<file path="src/rtl/mfp_uart_rx_controller_pkg.sv">
// Shared constants and state encoding for the UART receive controller.
package mfp_uart_rx_controller_pkg;

  localparam int MFP_UART_RX_FIFO_DEPTH = 16;
  localparam int MFP_UART_RX_TIMEOUT    = 1736;

  typedef enum logic [1:0] {
    ST_EMPTY   = 2'd0,
    ST_WAIT    = 2'd1,
    ST_EXPIRED = 2'd2
  } rx_tmo_state_t;

endpackage

</file>
<file path="src/rtl/mfp_uart_rx_fifo.sv">
// Show-ahead byte FIFO: storage, read/write pointers and occupancy.
module mfp_uart_rx_fifo #(
  parameter  int DEPTH = 16,
  localparam int CW    = $clog2(DEPTH + 1),
  localparam int AW    = $clog2(DEPTH)
) (
  input  logic          clock,
  input  logic          reset,
  input  logic          i_push,
  input  logic          i_pop,
  input  logic [7:0]    i_wr_data,
  output logic [7:0]    o_rd_data,
  output logic [CW-1:0] o_count,
  output logic          o_empty,
  output logic          o_full
);

  logic [7:0]    r_mem [DEPTH];
  logic [AW-1:0] r_wr_ptr;
  logic [AW-1:0] r_rd_ptr;
  logic [CW-1:0] r_count;

  // Storage carries no reset; validity is tracked by the pointers and count.
  always_ff @(posedge clock) begin
    if (i_push) r_mem[r_wr_ptr] <= i_wr_data;
  end

  always_ff @(posedge clock) begin
    if (reset) begin
      r_wr_ptr <= '0;
      r_rd_ptr <= '0;
      r_count  <= '0;
    end else begin
      if (i_push) r_wr_ptr <= r_wr_ptr + AW'(1);
      if (i_pop)  r_rd_ptr <= r_rd_ptr + AW'(1);
      case ({i_push, i_pop})
        2'b10:   r_count <= r_count + CW'(1);
        2'b01:   r_count <= r_count - CW'(1);
        default: r_count <= r_count;
      endcase
    end
  end

  assign o_count   = r_count;
  assign o_empty   = (r_count == '0);
  assign o_full    = (r_count == CW'(DEPTH));
  assign o_rd_data = o_empty ? 8'h00 : r_mem[r_rd_ptr];

endmodule

</file>
<file path="src/rtl/mfp_uart_rx_controller.sv">
// UART receive controller: byte FIFO with overrun tracking, idle timeout and
// a registered interrupt on fill level, timeout or overrun.
module mfp_uart_rx_controller
  import mfp_uart_rx_controller_pkg::*;
#(
  parameter  int DEPTH          = MFP_UART_RX_FIFO_DEPTH,
  parameter  int TIMEOUT_CYCLES = MFP_UART_RX_TIMEOUT,
  localparam int CW             = $clog2(DEPTH + 1)
) (
  input  logic          clock,
  input  logic          reset,
  input  logic [7:0]    byte_data,
  input  logic          byte_ready,
  input  logic          rd_en,
  output logic [7:0]    rd_data,
  output logic [CW-1:0] count,
  output logic          empty,
  output logic          full,
  input  logic [CW-1:0] threshold,
  input  logic          irq_enable,
  input  logic          clear_overrun,
  output logic          overrun,
  output logic          timeout,
  output logic          irq
);

  localparam int            TW       = $clog2(TIMEOUT_CYCLES);
  localparam logic [TW-1:0] TMO_LAST = TW'(TIMEOUT_CYCLES - 1);

  logic          w_push;
  logic          w_pop;
  logic          w_drop;
  logic          w_goes_empty;
  logic          w_level;
  logic          w_irq_next;

  rx_tmo_state_t r_state;
  logic [TW-1:0] r_idle;
  logic          r_timeout;
  logic          r_overrun;
  logic          r_irq;

  // A full FIFO still accepts a byte when the bus pops in the same cycle.
  assign w_push       = byte_ready & (~full | rd_en);
  assign w_pop        = rd_en & ~empty;
  assign w_drop       = byte_ready & full & ~rd_en;
  assign w_goes_empty = w_pop & ~w_push & (count == CW'(1));
  assign w_level      = (threshold != '0) & (count >= threshold);
  assign w_irq_next   = irq_enable & (w_level | r_timeout | r_overrun);

  mfp_uart_rx_fifo #(
    .DEPTH(DEPTH)
  ) u_fifo (
    .clock    (clock),
    .reset    (reset),
    .i_push   (w_push),
    .i_pop    (w_pop),
    .i_wr_data(byte_data),
    .o_rd_data(rd_data),
    .o_count  (count),
    .o_empty  (empty),
    .o_full   (full)
  );

  // Idle-line timeout: any FIFO activity restarts the count.
  always_ff @(posedge clock) begin
    if (reset) begin
      r_state   <= ST_EMPTY;
      r_idle    <= '0;
      r_timeout <= 1'b0;
    end else begin
      case (r_state)
        ST_EMPTY: begin
          r_idle    <= '0;
          r_timeout <= 1'b0;
          if (w_push) r_state <= ST_WAIT;
        end
        ST_WAIT: begin
          if (w_goes_empty) begin
            r_state <= ST_EMPTY;
            r_idle  <= '0;
          end else if (w_push | w_pop) begin
            r_idle <= '0;
          end else if (r_idle == TMO_LAST) begin
            r_state   <= ST_EXPIRED;
            r_timeout <= 1'b1;
          end else begin
            r_idle <= r_idle + TW'(1);
          end
        end
        ST_EXPIRED: begin
          if (w_goes_empty) begin
            r_state   <= ST_EMPTY;
            r_idle    <= '0;
            r_timeout <= 1'b0;
          end else if (w_push | w_pop) begin
            r_state   <= ST_WAIT;
            r_idle    <= '0;
            r_timeout <= 1'b0;
          end
        end
        default: begin
          r_state   <= ST_EMPTY;
          r_idle    <= '0;
          r_timeout <= 1'b0;
        end
      endcase
    end
  end

  // A drop in the same cycle as a clear keeps the flag set.
  always_ff @(posedge clock) begin
    if (reset) begin
      r_overrun <= 1'b0;
      r_irq     <= 1'b0;
    end else begin
      if (w_drop)             r_overrun <= 1'b1;
      else if (clear_overrun) r_overrun <= 1'b0;
      r_irq <= w_irq_next;
    end
  end

  assign overrun = r_overrun;
  assign timeout = r_timeout;
  assign irq     = r_irq;

endmodule

</file>
<file path="config.mk">
export PLATFORM = sky130hd
export DESIGN_NAME = mfp_uart_rx_controller
export DESIGN_NICKNAME = d
export VERILOG_FILES = /design/src/rtl/mfp_uart_rx_controller_pkg.sv /design/src/rtl/mfp_uart_rx_fifo.sv /design/src/rtl/mfp_uart_rx_controller.sv
export SDC_FILE = /design/constraint.sdc
export NUM_CORES = 1
export LEC_CHECK = 0
export CELL_PAD_IN_SITES_DETAIL_PLACEMENT = 0
export CELL_PAD_IN_SITES_GLOBAL_PLACEMENT = 1
export CORE_MARGIN = 5
export CORE_UTILIZATION = 50
export DETAILED_ROUTE_END_ITERATION = 12
export PLACE_DENSITY_LB_ADDON = 0.12
export SETUP_SLACK_MARGIN = 0.5
export SLEW_MARGIN = 10
export SYNTH_ARGS = -nofsm -noshare
export SYNTH_HDL_FRONTEND = slang
export SYNTH_SLANG_ARGS = --single-unit
export TNS_END_PERCENT = 1
</file>
<file path="constraint.sdc">
create_clock -name clock -period 3.1 [get_ports clock]
set_clock_uncertainty 0.05 [all_clocks]
set_input_delay 0.62 -clock clock [delete_from_list [all_inputs] [get_ports clock]]
set_output_delay 0.62 -clock clock [all_outputs]
set_load 0.05 [all_outputs]
</file>
==> impl_metrics.ini <==
[sta]
rsz0062_at_grt = yes
max_freq_ghz = 0.3586
tightest_slew_ns = 0.5717
slew_headroom_pct = 61.77
whs_ns = 0.4473
fin_tns_setup_ns = 0
post-route-period-util_pct = 89.95
hold_viol = 0
setup_viol = 0
finalCriticalPeriod_ns = 2.788
final-max-slew-violation-count = 0

[global_route]
overflow = 0
grt_pass1_vias = 3993
met3_usage_pct = 3.980
use_met2_pct = 31.77
antenna_found_initial = 0
grt.busiest_layer = met2
grt_first_pass_wirelength_mm = 21.79
grt_use_met1_pct = 22.30
grt_max_degree = 33
globalRouteTotalUtil_pct = 18.13

[power]
ir_worst_vdd_uv = 387.9
cellLeakagePower_uw = 0.002819
power_density_mw_per_mm2 = 752.2

[placement]
dp_cells = 640
dpl_cell_area_mm2 = 0.007632
gp_congestion = 0.7484
hpwl_mm = 8.366
io_buffers = 36

[synth]
ys_warn_count = 0
synth_area_leader_cell = edfxtp_1
ys_async_sr_fraction_pct = 0
synth_seq_cells = 161
netlist.area_leader.share_pct = 56.94
synth_area_mm2 = 0.006750
synth_edf_count = 128
synth_area_per_cell_um2 = 16.03
syn_nets = 457
synth_cell_types = 58
yosys_most_used_dff = edfxtp_1
synth_area_leaders = edfxtp_1 57%, mux4_2 11%, dfxtp_1 9.8%, ha_1 3.2%, mux2i_1 2.4%
postSynthCellCount = 421
ys_seq_area_share_pct = 66.73

[status]
status = finished clean

[detailed_routing]
wirelength_mm = 13.39
drc_errors = 0
drt_iter0_drc = 274
via_per_inst = 5.607
drtAntennaViolNets = 0
wl_per_cell_um = 19.86
via_count = 3779
drtPass1Iterations = 4

[cts]
htreeDepth = 4
clock-root-buffer = clkbuf_16
tritoncts = yes
cts_buffer_depth = 2
insertion_delay_ns = 0.42
cts.sinks = 161
numCtsBuffers = 17
postCtsHoldBufs = 0
clk_pin_slew_worst_paths_ns = 0.06

[finish]
nets = 521
mostFrequentLayoutCell = edfxtp_1
antenna_cells = 0
fin_cells = 674
drive_above_1_share_pct = 27.71
design_area_mm2 = 0.008382
nFillCells = 987
mostFrequentLayoutCells = 128 x edfxtp_1, 32 x mux4_2, 31 x nor2_1
syn_to_final_growth_pct = 24.17

[worst_setup_path]
worst-r2r-cell-count = 11
start_kind = register
endpoint_kind = output port
worstSetupPathType = register to output port
arrival_ns = 2.12
cp_max_fo = 16
required_ns = 2.43

[die]
io_pins = 37
rows = 42
die_w_um = 126.2
die_h_um = 126.2
start_util_pct = 50.97
core_area_mm2 = 0.01324
dieArea_mm2 = 0.01592

[worst_hold_path]
hp-class = register to register
holdPathStages = 1

[job]
cap_violations = 0
-- Yosys cell counts, drive strengths merged (2+ instances only) --
cell type	instances
nor2	31
nor4b	3
edfxtp	128
nand2b	8
nand4	3
a22o	2
a211oi	2
a21oi	12
xnor2	6
inv	15
mux2i	16
and3	4
nor2b	3
clkbuf	8
a31oi	7
nand3	6
a41oi	2
a22oi	2
ha	17
o21ai	4
nor3	8
nand3b	2
mux4	32
or2	2
o31ai	2
buf	9
o22ai	8
dfxtp	33
xor2	8
nand2	21
-- final cells by class --
cell class,count,area (um^2),share of cell area (%)
inverter,15,61.31,0.7315
multi-input combinational,227,2331,27.81
clock inverter,13,120.1,1.433
tap,176,220.2,2.627
timing repair buffer,63,696.9,8.315
clock buffer,19,432.9,5.165
sequential,161,4519,53.92
-- logic make-up (layout without fill, tap and decap cells) --
logic type,Yosys count,after routing,synth area share (%)
mux,49,49,13.22
xor+xnor,14,14,1.817
compound gates,49,49,5.079
fa+ha+maj,17,17,3.151
flops,161,161,66.73
buf+inv,33,110,2.410
simple gates,98,98,7.600
-- per-layer routing --
| layer | routed length [um] | vias to the layer above |
|---|---|---|
| li1 | - | 1771 |
| met1 | 5332 | 1907 |
| met2 | 7321 | 93 |
| met3 | 628 | 8 |
| met4 | 106 | 0 |
| met5 | 0 | - |
-- final timing paths --
check | start | end | slack, ns
setup reg to reg | u_fifo.o_count[0]$_SDFFE_PP0P_ | r_idle[3]$_SDFFE_PP0P_ | 0.56
hold reg to reg | r_idle[6]$_SDFFE_PP0P_ | r_idle[6]$_SDFFE_PP0P_ | 0.45
setup / recovery | register | rd_data[7] | 0.31
hold / removal | r_idle[6]$_SDFFE_PP0P_ | r_idle[6]$_SDFFE_PP0P_ | 0.45
-- critical path, cell delays in order (launching register included) --
cell	delay (ns)
dfxtp_4	0.43
buf_16	0.20
mux4_2	0.54
mux2i_2	0.23
o22ai_4	0.13
buf_12	0.16
-- registers in the layout, summed over array words and instances, names as in the netlist, named ones only --
signal,flops
u_fifo.r_mem,128
r_idle,11
u_fifo.o_count,5
u_fifo.r_rd_ptr,4
u_fifo.r_wr_ptr,4
r_state,2
irq,1
overrun,1
timeout,1
-- what timing repair did --
action                                  4_1_cts  5_1_grt
resized for setup                            29        2
endpoints found under the setup margin       15       21
gates cloned                                  2        0
endpoints found under the hold margin         0        0
buffers inserted                              0        0
-- through the flow --
step           worst slack (ns)  util, %  power (uW)
6_report                 0.3116    63.29        6305
5_1_grt                  0.2228    63.29        6571
4_1_cts                  0.2693    63.24        6389
3_5_place_dp            0.07822    57.63        4280
3_3_place_gp             0.1477    57.63        4262
2_1_floorplan            0.3732        -        3666
-- power breakdown --
part	internal [uW]	switching, uW
Combinational	870	995
Sequential	2410	78.9
Clock	1170	785
No activity file was read; power rests on OpenSTA's default activity.
